===== src/rtl/hazard_ctrl.sv =====
// Hazard and sequencing controller for a 5-stage RISC-V pipeline. It tracks EX/MEM/WB
// destination metadata and drives stall/bubble/flush, forwarding, ID bypass and perf counters.
module hazard_ctrl #(
  parameter int REG_ADDR_WIDTH = 5,
  parameter int CNT_WIDTH      = 16
) (
  input  logic                      clk,
  input  logic                      rst,
  input  logic                      id_valid,
  input  logic [REG_ADDR_WIDTH-1:0] id_rs1,
  input  logic [REG_ADDR_WIDTH-1:0] id_rs2,
  input  logic                      id_uses_rs1,
  input  logic                      id_uses_rs2,
  input  logic [REG_ADDR_WIDTH-1:0] id_rd,
  input  logic                      id_reg_write,
  input  logic                      id_mem_read,
  input  logic                      ex_branch_taken,
  input  logic                      mem_busy,
  output logic                      pc_stall,
  output logic                      if_id_stall,
  output logic                      id_ex_bubble,
  output logic                      if_id_flush,
  output logic [1:0]                fwd_a,
  output logic [1:0]                fwd_b,
  output logic                      id_byp_rs1,
  output logic                      id_byp_rs2,
  output logic                      wb_reg_write,
  output logic [REG_ADDR_WIDTH-1:0] wb_rd,
  output logic [CNT_WIDTH-1:0]      stall_cnt,
  output logic [CNT_WIDTH-1:0]      flush_cnt
);

  typedef logic [REG_ADDR_WIDTH-1:0] reg_t;

  typedef struct packed {
    logic valid;
    reg_t rd;
    reg_t rs1;
    reg_t rs2;
    logic reg_write;
    logic mem_read;
    logic uses_rs1;
    logic uses_rs2;
  } ex_stage_t;

  // MEM and WB only keep the fields something downstream still consumes.
  typedef struct packed {
    logic valid;
    reg_t rd;
    logic reg_write;
  } dst_stage_t;

  localparam logic [CNT_WIDTH-1:0] CNT_MAX = '1;
  localparam logic [CNT_WIDTH-1:0] CNT_ONE = CNT_WIDTH'(1);
  localparam logic [CNT_WIDTH-1:0] CNT_TWO = CNT_WIDTH'(2);
  localparam reg_t                 REG_X0  = '0;

  ex_stage_t  ex_q;
  ex_stage_t  ex_d;
  dst_stage_t mem_q;
  dst_stage_t wb_q;
  logic       mem_load_q;
  logic [CNT_WIDTH-1:0] stall_cnt_q;
  logic [CNT_WIDTH-1:0] flush_cnt_q;

  logic rs1_hit;
  logic rs2_hit;
  logic lu;

  always_comb begin
    rs1_hit = id_uses_rs1 && (id_rs1 == ex_q.rd);
    rs2_hit = id_uses_rs2 && (id_rs2 == ex_q.rd);
    lu      = ex_q.valid && ex_q.mem_read && ex_q.reg_write && id_valid && (rs1_hit || rs2_hit);
  end

  // Freeze beats redirect beats load-use; a taken branch discards the ID instruction anyway.
  always_comb begin
    pc_stall     = 1'b0;
    if_id_stall  = 1'b0;
    id_ex_bubble = 1'b0;
    if_id_flush  = 1'b0;
    if (mem_busy) begin
      pc_stall    = 1'b1;
      if_id_stall = 1'b1;
    end else if (ex_branch_taken) begin
      if_id_flush  = 1'b1;
      id_ex_bubble = 1'b1;
    end else if (lu) begin
      pc_stall     = 1'b1;
      if_id_stall  = 1'b1;
      id_ex_bubble = 1'b1;
    end
  end

  // Empty slots are all-zero so stale source fields can never match a producer.
  always_comb begin
    ex_d = '0;
    if (id_valid && !id_ex_bubble) begin
      ex_d.valid     = 1'b1;
      ex_d.rd        = id_rd;
      ex_d.rs1       = id_rs1;
      ex_d.rs2       = id_rs2;
      ex_d.reg_write = id_reg_write && (id_rd != REG_X0);
      ex_d.mem_read  = id_mem_read;
      ex_d.uses_rs1  = id_uses_rs1;
      ex_d.uses_rs2  = id_uses_rs2;
    end
  end

  function automatic logic [1:0] fwd_sel(input logic       uses,
                                         input reg_t       src,
                                         input dst_stage_t mem,
                                         input logic       mem_load,
                                         input dst_stage_t wb);
    logic [1:0] sel;
    sel = 2'b00;
    if (mem.valid && mem.reg_write && !mem_load && uses && (mem.rd == src)) begin
      sel = 2'b01;
    end else if (wb.valid && wb.reg_write && (wb.rd == src)) begin
      sel = 2'b10;
    end
    return sel;
  endfunction

  assign fwd_a = fwd_sel(ex_q.uses_rs1, ex_q.rs1, mem_q, mem_load_q, wb_q);
  assign fwd_b = fwd_sel(ex_q.uses_rs2, ex_q.rs2, mem_q, mem_load_q, wb_q);

  // The register file writes on the edge while ID reads combinationally, so WB is bypassed.
  assign id_byp_rs1 = wb_q.valid && wb_q.reg_write && id_uses_rs1 && (id_rs1 == wb_q.rd);
  assign id_byp_rs2 = wb_q.valid && wb_q.reg_write && id_uses_rs2 && (id_rs2 == wb_q.rd);

  assign wb_reg_write = wb_q.valid && wb_q.reg_write;
  assign wb_rd        = wb_q.rd;
  assign stall_cnt    = stall_cnt_q;
  assign flush_cnt    = flush_cnt_q;

  always_ff @(posedge clk) begin
    if (rst) begin
      ex_q        <= '0;
      mem_q       <= '0;
      wb_q        <= '0;
      mem_load_q  <= 1'b0;
      stall_cnt_q <= '0;
      flush_cnt_q <= '0;
    end else if (!mem_busy) begin
      wb_q       <= mem_q;
      mem_q      <= '{valid: ex_q.valid, rd: ex_q.rd, reg_write: ex_q.reg_write};
      mem_load_q <= ex_q.mem_read;
      ex_q       <= ex_d;
      if (ex_branch_taken) begin
        if (flush_cnt_q >= CNT_MAX - CNT_ONE) begin
          flush_cnt_q <= CNT_MAX;
        end else begin
          flush_cnt_q <= flush_cnt_q + CNT_TWO;
        end
      end else if (lu) begin
        if (stall_cnt_q != CNT_MAX) begin
          stall_cnt_q <= stall_cnt_q + CNT_ONE;
        end
      end
    end
  end

endmodule


===== config.mk =====
export PLATFORM = sky130hd
export DESIGN_NAME = hazard_ctrl
export DESIGN_NICKNAME = d
export VERILOG_FILES = /design/src/rtl/hazard_ctrl.sv
export SDC_FILE = /design/constraint.sdc
export NUM_CORES = 1
export LEC_CHECK = 0
export CELL_PAD_IN_SITES_DETAIL_PLACEMENT = 0
export CELL_PAD_IN_SITES_GLOBAL_PLACEMENT = 2
export CORE_MARGIN = 3
export CORE_UTILIZATION = 34
export CTS_BUF_LIST = sky130_fd_sc_hd__clkbuf_2 sky130_fd_sc_hd__clkbuf_4 sky130_fd_sc_hd__clkbuf_8
export DETAILED_ROUTE_END_ITERATION = 10
export PLACE_DENSITY_LB_ADDON = 0.1
export SYNTH_ARGS = -nofsm -noshare
export SYNTH_HDL_FRONTEND = slang
export SYNTH_SLANG_ARGS = --single-unit

===== constraint.sdc =====
create_clock -name clk -period 2.8 [get_ports clk]
set_input_delay 0.42 -clock clk [delete_from_list [all_inputs] [get_ports clk]]
set_output_delay 0.42 -clock clk [all_outputs]
set_load 0.02 [all_outputs]

Word level (Yosys, flattened, before mapping)
Cells that the tools add are included.
- flip-flop bits (word level): 67
- bits in latches: 0
- RAM bits: 0
- bits in read-only memories: 0
- memories: 0
- $add $sub $neg: 2
- multiply operators: 0
- divide/modulo/power cells: 0
- magnitude comparators: 1
- equal/unequal tests: 9
- shift-type cells: 0
- multiplexer cells: 13
- bitwise logic cells: 2
- reduce and logical (&&, ||, !) cells: 27
- operators by type and width (operator ; number):
    5-bit == test ; 8
    1-bit logical AND ; 21
    20-bit 2-to-1 mux ; 1
    16-bit by 1-bit adder with 16-bit output (second input constant) ; 1
    16-bit by 2-bit adder with 16-bit output (second input constant) ; 1
    16-bit greater-or-equal comparator (second input constant) ; 1
    16-bit 2-to-1 mux ; 1
    16-bit inequality test (second input constant) ; 1
    2-bit 2-to-1 mux ; 4
    1-bit 2-to-1 mux ; 7
    5-bit nonzero test ; 1
    4-bit AND reduction ; 1
    1-bit zero test ; 2
    1-bit inverter ; 2
    2-bit AND reduction ; 1
    1-bit logical OR ; 1

Depth between registers and ports, before layout
Gate-level depths: netlist (run 1).
- depth in word-level cells: 10
- mapped depth: 8

Worst setup path after synthesis (run 1)
No wires, ideal clock.
- path type: input port to output port
- from: in id_valid
- to: out pc_stall
- data arrival time: 1938 ps
- required time: 2380 ps
- path slack: 442 ps
- stages on the path: 7
- buffers on the path: 3
- cell sequence: and4_1 > nand3_1 > o22a_1 > clkbuf_1 > clkbuf_1 > o21bai_1 > buf_4
- word-level cells in the longest chain between the ends: 5
- RTL lines (what ; RTL line ; source):
    from (decl) ; 9 ; input logic id_valid,
    1-bit logical AND (2 in a row) ; 73 ; lu = ex_q.valid && ex_q.mem_read && ex_q.reg_write && id_valid && (rs1_hit || rs2_hit);
    1-bit 2-to-1 mux (3 in a row) ; -- ;
    to (decl) ; 19 ; output logic pc_stall,
Every way passes these cells.

Worst setup path in the final report (run 1)
- from: in id_rs1[4]
- to: out id_byp_rs1
- word-level cells in the longest chain between the ends: 2
- RTL lines (what ; RTL line ; source):
    from (decl) ; 10 ; input logic [REG_ADDR_WIDTH-1:0] id_rs1,
    5-bit == test ; 129 ; assign id_byp_rs1 = wb_q.valid && wb_q.reg_write && id_uses_rs1 && (id_rs1 == wb_q.rd);
    1-bit logical AND ; 129 ;
    to (decl) ; 25 ; output logic id_byp_rs1,
Every way passes these cells.

==> metrics.txt, run 1 <==
status=finished clean; die width=104 um; EDFF count, synth=0; Reg2Reg Launch Point=stall_cnt[0]; latest clock arrival within the worst-skew pair=0.34 ns; Multi-input gate area=1760 um2; most frequent cells in the layout=dfxtp_1 (67), clkdlybuf4s50_1 (66), xnor2_1 (29), nor2_1 (29), a21oi_1 (23); initial core utilization=35.3%; Slew @ Worst Pin=0.550 ns; initial DRC count=106; largest family of logic cells by synthesized area=simple AND/OR/NAND/NOR gates; # diodes=0; Hold Violations, Final=0; Final setup viols=0; Setup Skew=0.0118 ns; Netlist Area Pre-Place=3280 um2; total power per unit cell area=447 nW/um2; Crit path top cell by count=clkdlybuf4s50_1; vias per cell=5.23; Post-Synth Adder-Cell Area=0.763%; YS warnings=0; I/O Buffers=71; Max-slew headroom=63.0%; global route overflow=0; Post-route DRC=0; Psw=0.000481 W; Simple-Gate Fraction of Synth Area=19.9%; Seq/Total Area, Yosys=40.9%; combinational cell fraction of total power=8.6%; register area=1340 um2; Slowest-stage cell, CP=clkdlybuf4s50_1; worst hold endpoint=mem_q[6]; Synth cell types=43; Final Max Slew Viols=0; H-tree levels=3; CP max FO=3; syn_nets=383; P_leak=1.60 nW; clk slew on worst S/H paths=0.07 ns; CP arrival=2.21 ns; DP Worst Slack=0.0353 ns; final design utilization=46.8%; clock power share=40.9%; Non-Filler Instances=563; Post-Syn Instances=357; die footprint=10900 um2; async set-reset flop share out of synthesis=0%; #FFs+latches synth=67; sequential power share=50.4%; antenna violations before repair=0; Final WS setup=0.166 ns; setup total negative slack=0 ns; Worst Path Required=2.38 ns; depth of the worst register-to-register path=6; clock buffer depth=2; GPL Wtd Cong=0.800; WL/cell=16.0 um; post-layout minimum cycle time=2.63 ns; die height=104 um; Post-CTS Hold Buffers=0; via count=2945; Pre-antenna DRT Iters=4; mux share of post-synthesis cell area=5.53%; Final period util=94.1%; HPWL after detailed placement=6420 um; worst r2r dst=stall_cnt[6]; CORE AREA=9280 um2; sw frac=24.8%; nets=455; top_reg_cell synth=dfxtp_1; row count=35; placed insts=547; HP Class=in2reg; CTS buffer count=9; Synth Area in XOR/XNOR=11.8%; overall routing resource usage=16.7%; number of global-route vias before repair=2855; Max Freq=380 MHz; P&R area growth vs syn=32.5%; max incr delay on CP=0.61 ns; clock sink count=67; Avg Cell Area, Syn=9.18 um2; Routed Antenna Nets=0; first-pass GRT wire length=14500 um; CTS root buffer=clkbuf_8; final WL=9040 um; layout cell share with drive strength beyond 1=8.76%; most common cell after layout, fill and taps aside=dfxtp_1; compound-cell area share of the yosys netlist=15.8%; CTS tree=done; Max IR drop VDD=0.184 mV; crit path kind=in2out; Worst Hold Depth=2; # IOs=72; RSZ-0062 raised after global routing=no; Int Power=0.00146 W; largest net degree at the start of global routing=34; max-cap check violation count=0; fillers=929; Hold Startpoint=rst; Startpoint Class=primary input; critical path endpoint category=primary output; R2R Setup Slk=0.65 ns; crit path cell chain=clkdlybuf4s50_1 > xor2_1 > nor4_1 > and4_1 > clkdlybuf4s50_1
==> critical path, delay by kind of cell <==
family / cells / cell delay, ns
buf+inv: 2 / 1.11
simple gates: 2 / 0.48
xor+xnor: 1 / 0.20
==> synthesized netlist by cell type, drive strengths merged (2+ instances only) <==
cell    count  area, um2
nor2b       3       18.8
nor2       29        109
a21oi      23        115
dfxtp      67       1340
a211oi      5       37.5
nand3b      2       15.0
inv         5       18.8
and2        3       18.8
a31oi       5       31.3
xor2       15        131
a22o       18        158
o21ai       2       10.0
nor3        7       35.0
xnor2      29        254
clkbuf     14       52.6
ha          2       25.0
mux2i      17        170
nand3      13       65.1
o21bai      3       22.5
o31ai      13       97.6
or4        13       97.6
nand2      11       41.3
nor4        4       25.0
and4        8       70.1
nand4      10       62.6
buf        16        103
and3        8       50.1
==> flip-flops by register name (all words and copies together) (netlist names) <==
name and flops:
wb_rd 5, ex_q 20, mem_q 7, flush_cnt 16, wb_q 2, mem_load_q 1, stall_cnt 16
==> kinds of logic after synthesis <==
logic type	count (synthesis)
flip-flops	67
AO/OA/AOI/OAI	74
buffers and inverters	35
multiplexers	18
XOR/XNOR	44
AND/OR/NAND/NOR	117
adder cells (fa/ha/maj)	2
==> area by class of cell <==
| cell class | count | share of cell area [%] |
|---|---|---|
| Sequential cell | 67 | 30.9 |
| Multi-Input combinational cell | 255 | 40.6 |
| Clock buffer | 9 | 2.85 |
| Timing Repair Buffer | 91 | 19.9 |
| Inverter | 5 | 0.432 |
| Clock inverter | 7 | 1.58 |
| Tap cell | 129 | 3.72 |
==> power by group through the flow <==
stage / registers (W) / clock network, W / logic, W
3_5_place_dp: 0.00100 / 0 / 0.000169
5_1_grt: 0.000980 / 0.000860 / 0.000181
6_report: 0.000978 / 0.000794 / 0.000168
4_1_cts: 0.000978 / 0.000824 / 0.000170
2_1_floorplan: 0.000998 / 0 / 0.0000824
3_3_place_gp: 0.00100 / 0 / 0.000168
==> routing by layer <==
layer  GRT usage (%)  share of wire [%]  vias up
met2            26.2                 46       64
met5               0                  0        -
met3            4.16                4.6       16
met1            22.0                 48     1412
met4            6.36                1.9        0
li1                -                  -     1453
==> per-stage QoR <==
stage               cell area, um2  hold slack, ns  power, W
global placement              4140           0.456   0.00117
detailed placement            4140           0.461   0.00117
finish                        4340           0.376   0.00194
CTS                           4330           0.369   0.00197
floorplan                     3280           0.442   0.00108
global route                  4340           0.377   0.00202
==> what timing repair did <==
item,CTS,global route
buffers inserted,0,0
resized for setup,0,4
endpoints found under the setup margin,0,4
==> worst max-delay path by stage <==
| stage | start | endpoint | slack (ns) | cells past startpoint |
|---|---|---|---|---|
| after floorplan | id_valid | pc_stall | 0.44 | 7 |
| after global placement | id_valid | if_id_stall | 0.06 | 6 |
| after detailed placement | id_valid | pc_stall | 0.04 | 6 |
| after CTS | id_valid | pc_stall | 0.02 | 6 |
| after global routing | mem_q[2] | fwd_b[1] | 0.06 | 5 |
| final | id_rs1[4] | id_byp_rs1 | 0.17 | 5 |
Power figures use the tool's default switching activity.
==> run 2: changes to the inputs <==
--- a/config.mk
+++ b/config.mk
@@ -7,7 +7,6 @@
 export LEC_CHECK = 0
 export CELL_PAD_IN_SITES_DETAIL_PLACEMENT = 0
 export CELL_PAD_IN_SITES_GLOBAL_PLACEMENT = 2
-export CORE_MARGIN = 3
 export CORE_UTILIZATION = 34
 export CTS_BUF_LIST = sky130_fd_sc_hd__clkbuf_2 sky130_fd_sc_hd__clkbuf_4 sky130_fd_sc_hd__clkbuf_8
 export DETAILED_ROUTE_END_ITERATION = 10
==> run 2 against run 1 <==
  * Flip-flop and latch count stayed put
  * Clock skew about the same
  * Sequential share of layout area rose by 0.39 points
  * Wire length shrank 5.2%
  * Fmax shrank 1.8%
  * Critical path type unchanged
==> metrics.txt, run 2 (synthesis gave the netlist of run 1 again) <==
# IOs=72 (unchanged); Final Max Slew Viols=0 (unchanged); die width=100 um (-3.8%); final WL=8570 um (-5.2%); layout cell share with drive strength beyond 1=7.91% (-0.85 points); Max IR drop VDD=0.226 mV (+23%); Critical Path Start=id_rs1[4]; max-cap check violation count=0 (unchanged); sequential power share=53.7% (+3.3 points); die footprint=10000 um2 (-7.5%); clock buffer depth=2 (unchanged); first-pass GRT wire length=14000 um (-3.6%); die height=100 um (-3.8%); Pre-antenna DRT Iters=4 (unchanged); setup bufs post-CTS=0 (unchanged); Final period util=95.8% (+1.7 points); CTS root buffer=clkbuf_8; Psw=0.000445 W (-7.6%); clock sink count=67 (unchanged); Hold Violations, Final=0 (unchanged); CP arrival=2.26 ns (+0.05 ns); via count=2830 (-3.9%); initial DRC count=44 (-58%); Setup Skew=0.0122 ns (+0.000389 ns); clock power share=37.3% (-3.6 points); vias per cell=5.06 (-3.2%); P&R area growth vs syn=30.8%; Startpoint Class=primary input; DP Worst Slack=0.0533 ns (+0.0179 ns); R2R Setup Slk=0.70 ns (+0.05 ns); total power per unit cell area=425 nW/um2 (-4.9%); RSZ-0062 raised after global routing=no; fillers=954 (+2.7%); Slew @ Worst Pin=0.533 ns (-0.0165 ns); Final WS setup=0.118 ns (-0.0484 ns); post-layout minimum cycle time=2.68 ns (+0.0484 ns); Reg2Reg Launch Point=ex_q[15]; worst r2r dst=ex_q[3]; Int Power=0.00138 W (-5.5%); GPL Wtd Cong=0.810 (+1.3%); combinational cell fraction of total power=9.0% (+0.4 points); WL/cell=15.3 um (-4.5%); most frequent cells in the layout=dfxtp_1 (67), clkdlybuf4s50_1 (67), xnor2_1 (29), nor2_1 (29), a21oi_1 (23); latest clock arrival within the worst-skew pair=0.34 ns (about the same); Setup crit end=id_byp_rs1; overall routing resource usage=18.0% (+1.3 points); HPWL after detailed placement=6010 um (-6.3%); # diodes=0 (unchanged); crit path kind=in2out; CTS buffer count=9 (unchanged); CORE AREA=9280 um2 (unchanged); setup total negative slack=0 ns (unchanged); sw frac=24.4% (-0.41 points); H-tree levels=3 (unchanged); I/O Buffers=71 (unchanged); max reg flops=20 (unchanged); Top reg by flops=ex_q; initial core utilization=35.3% (unchanged); Post-route DRC=0 (unchanged); nets=453 (-0.44%); antenna violations before repair=0 (unchanged); Max Freq=373 MHz (-1.8%); HP Class=in2reg; Routed Antenna Nets=0 (unchanged); status=finished clean; depth of the worst register-to-register path=7 (+1); clk slew on worst S/H paths=0.07 ns (about the same); CP max FO=3 (unchanged); Final setup viols=0 (unchanged); row count=35 (unchanged); largest net degree at the start of global routing=48 (+41%); Worst Path Required=2.38 ns (about the same); global route overflow=0 (unchanged); Max-slew headroom=64.5% (+1.4 points); P_leak=1.56 nW (-2.6%); number of global-route vias before repair=2706 (-5.2%); critical path endpoint category=primary output; CTS tree=done
[run 2: changes by cell type in the layout (fill, tap and decap cells not counted)]
cell and delta:
clkinvlp_4 -1, dlymetal6s2s_1 -1, clkbuf_4 +2, clkinv_2 -1
buf_4 -2, clkinv_4 -1, bufinv_16 -1, clkdlybuf4s50_1 +1
[run 2: final cells by class]
class	instances	area, um2	area share (%)
well taps	129	161	3.76
flip-flops and latches	67	1340	31.3
multi-input cells	255	1760	41.1
clock buffers	11	139	3.24
clock inverters	3	17.5	0.408
inverters	5	18.8	0.438
repair buffers	89	848	19.8
[run 2: metal layers]
metal	track usage, %	share of wire [%]
met1	24.8	52
met3	5.64	4.1
met4	4.79	1.0
met2	27.2	43
met5	0	0
[run 2: metrics by stage]
step / hold slack (ns) / cell area (um2) / instances / total power (W) / util, %
after global placement: 0.455 / 4130 / 545 / 0.00117 / 44.4
after detailed placement: 0.462 / 4130 / 545 / 0.00117 / 44.4
after global routing: 0.291 / 4290 / 559 / 0.00191 / 46.2
after CTS: 0.279 / 4280 / 559 / 0.00186 / 46.1
final: 0.300 / 4290 / 559 / 0.00182 / 46.2
after floorplan: 0.442 / 3280 / 357 / 0.00108 / -
[run 2: power groups by stage]
stage	logic (W)	registers, W	clock network, W
2_1_floorplan	0.0000824	0.000998	0
3_3_place_gp	0.000165	0.00100	0
3_5_place_dp	0.000165	0.00100	0
4_1_cts	0.000166	0.000978	0.000713
5_1_grt	0.000178	0.000979	0.000752
6_report	0.000164	0.000978	0.000681
[run 2: how the worst min path moves through the flow]
stage / depth (start not counted) / to / start
final: 2 / mem_q[6] / rst
after global routing: 2 / mem_q[6] / rst
after CTS: 2 / mem_q[6] / rst
after detailed placement: 2 / flush_cnt[0] / flush_cnt[0]
after global placement: 2 / flush_cnt[0] / flush_cnt[0]
after floorplan: 1 / ex_q[0] / ex_q[0]
[run 2: worst max-delay path, cell delays in order]
cell             delay (ns)
clkdlybuf4s50_1        0.49
xor2_1                 0.19
nor4_1                 0.28
and4_1                 0.26
clkdlybuf4s50_1        0.61
[run 2: repair_timing]
item	in CTS	in global routing
hold buffers	0	0
gates resized for setup	0	3
endpoints found under the setup margin	0	3
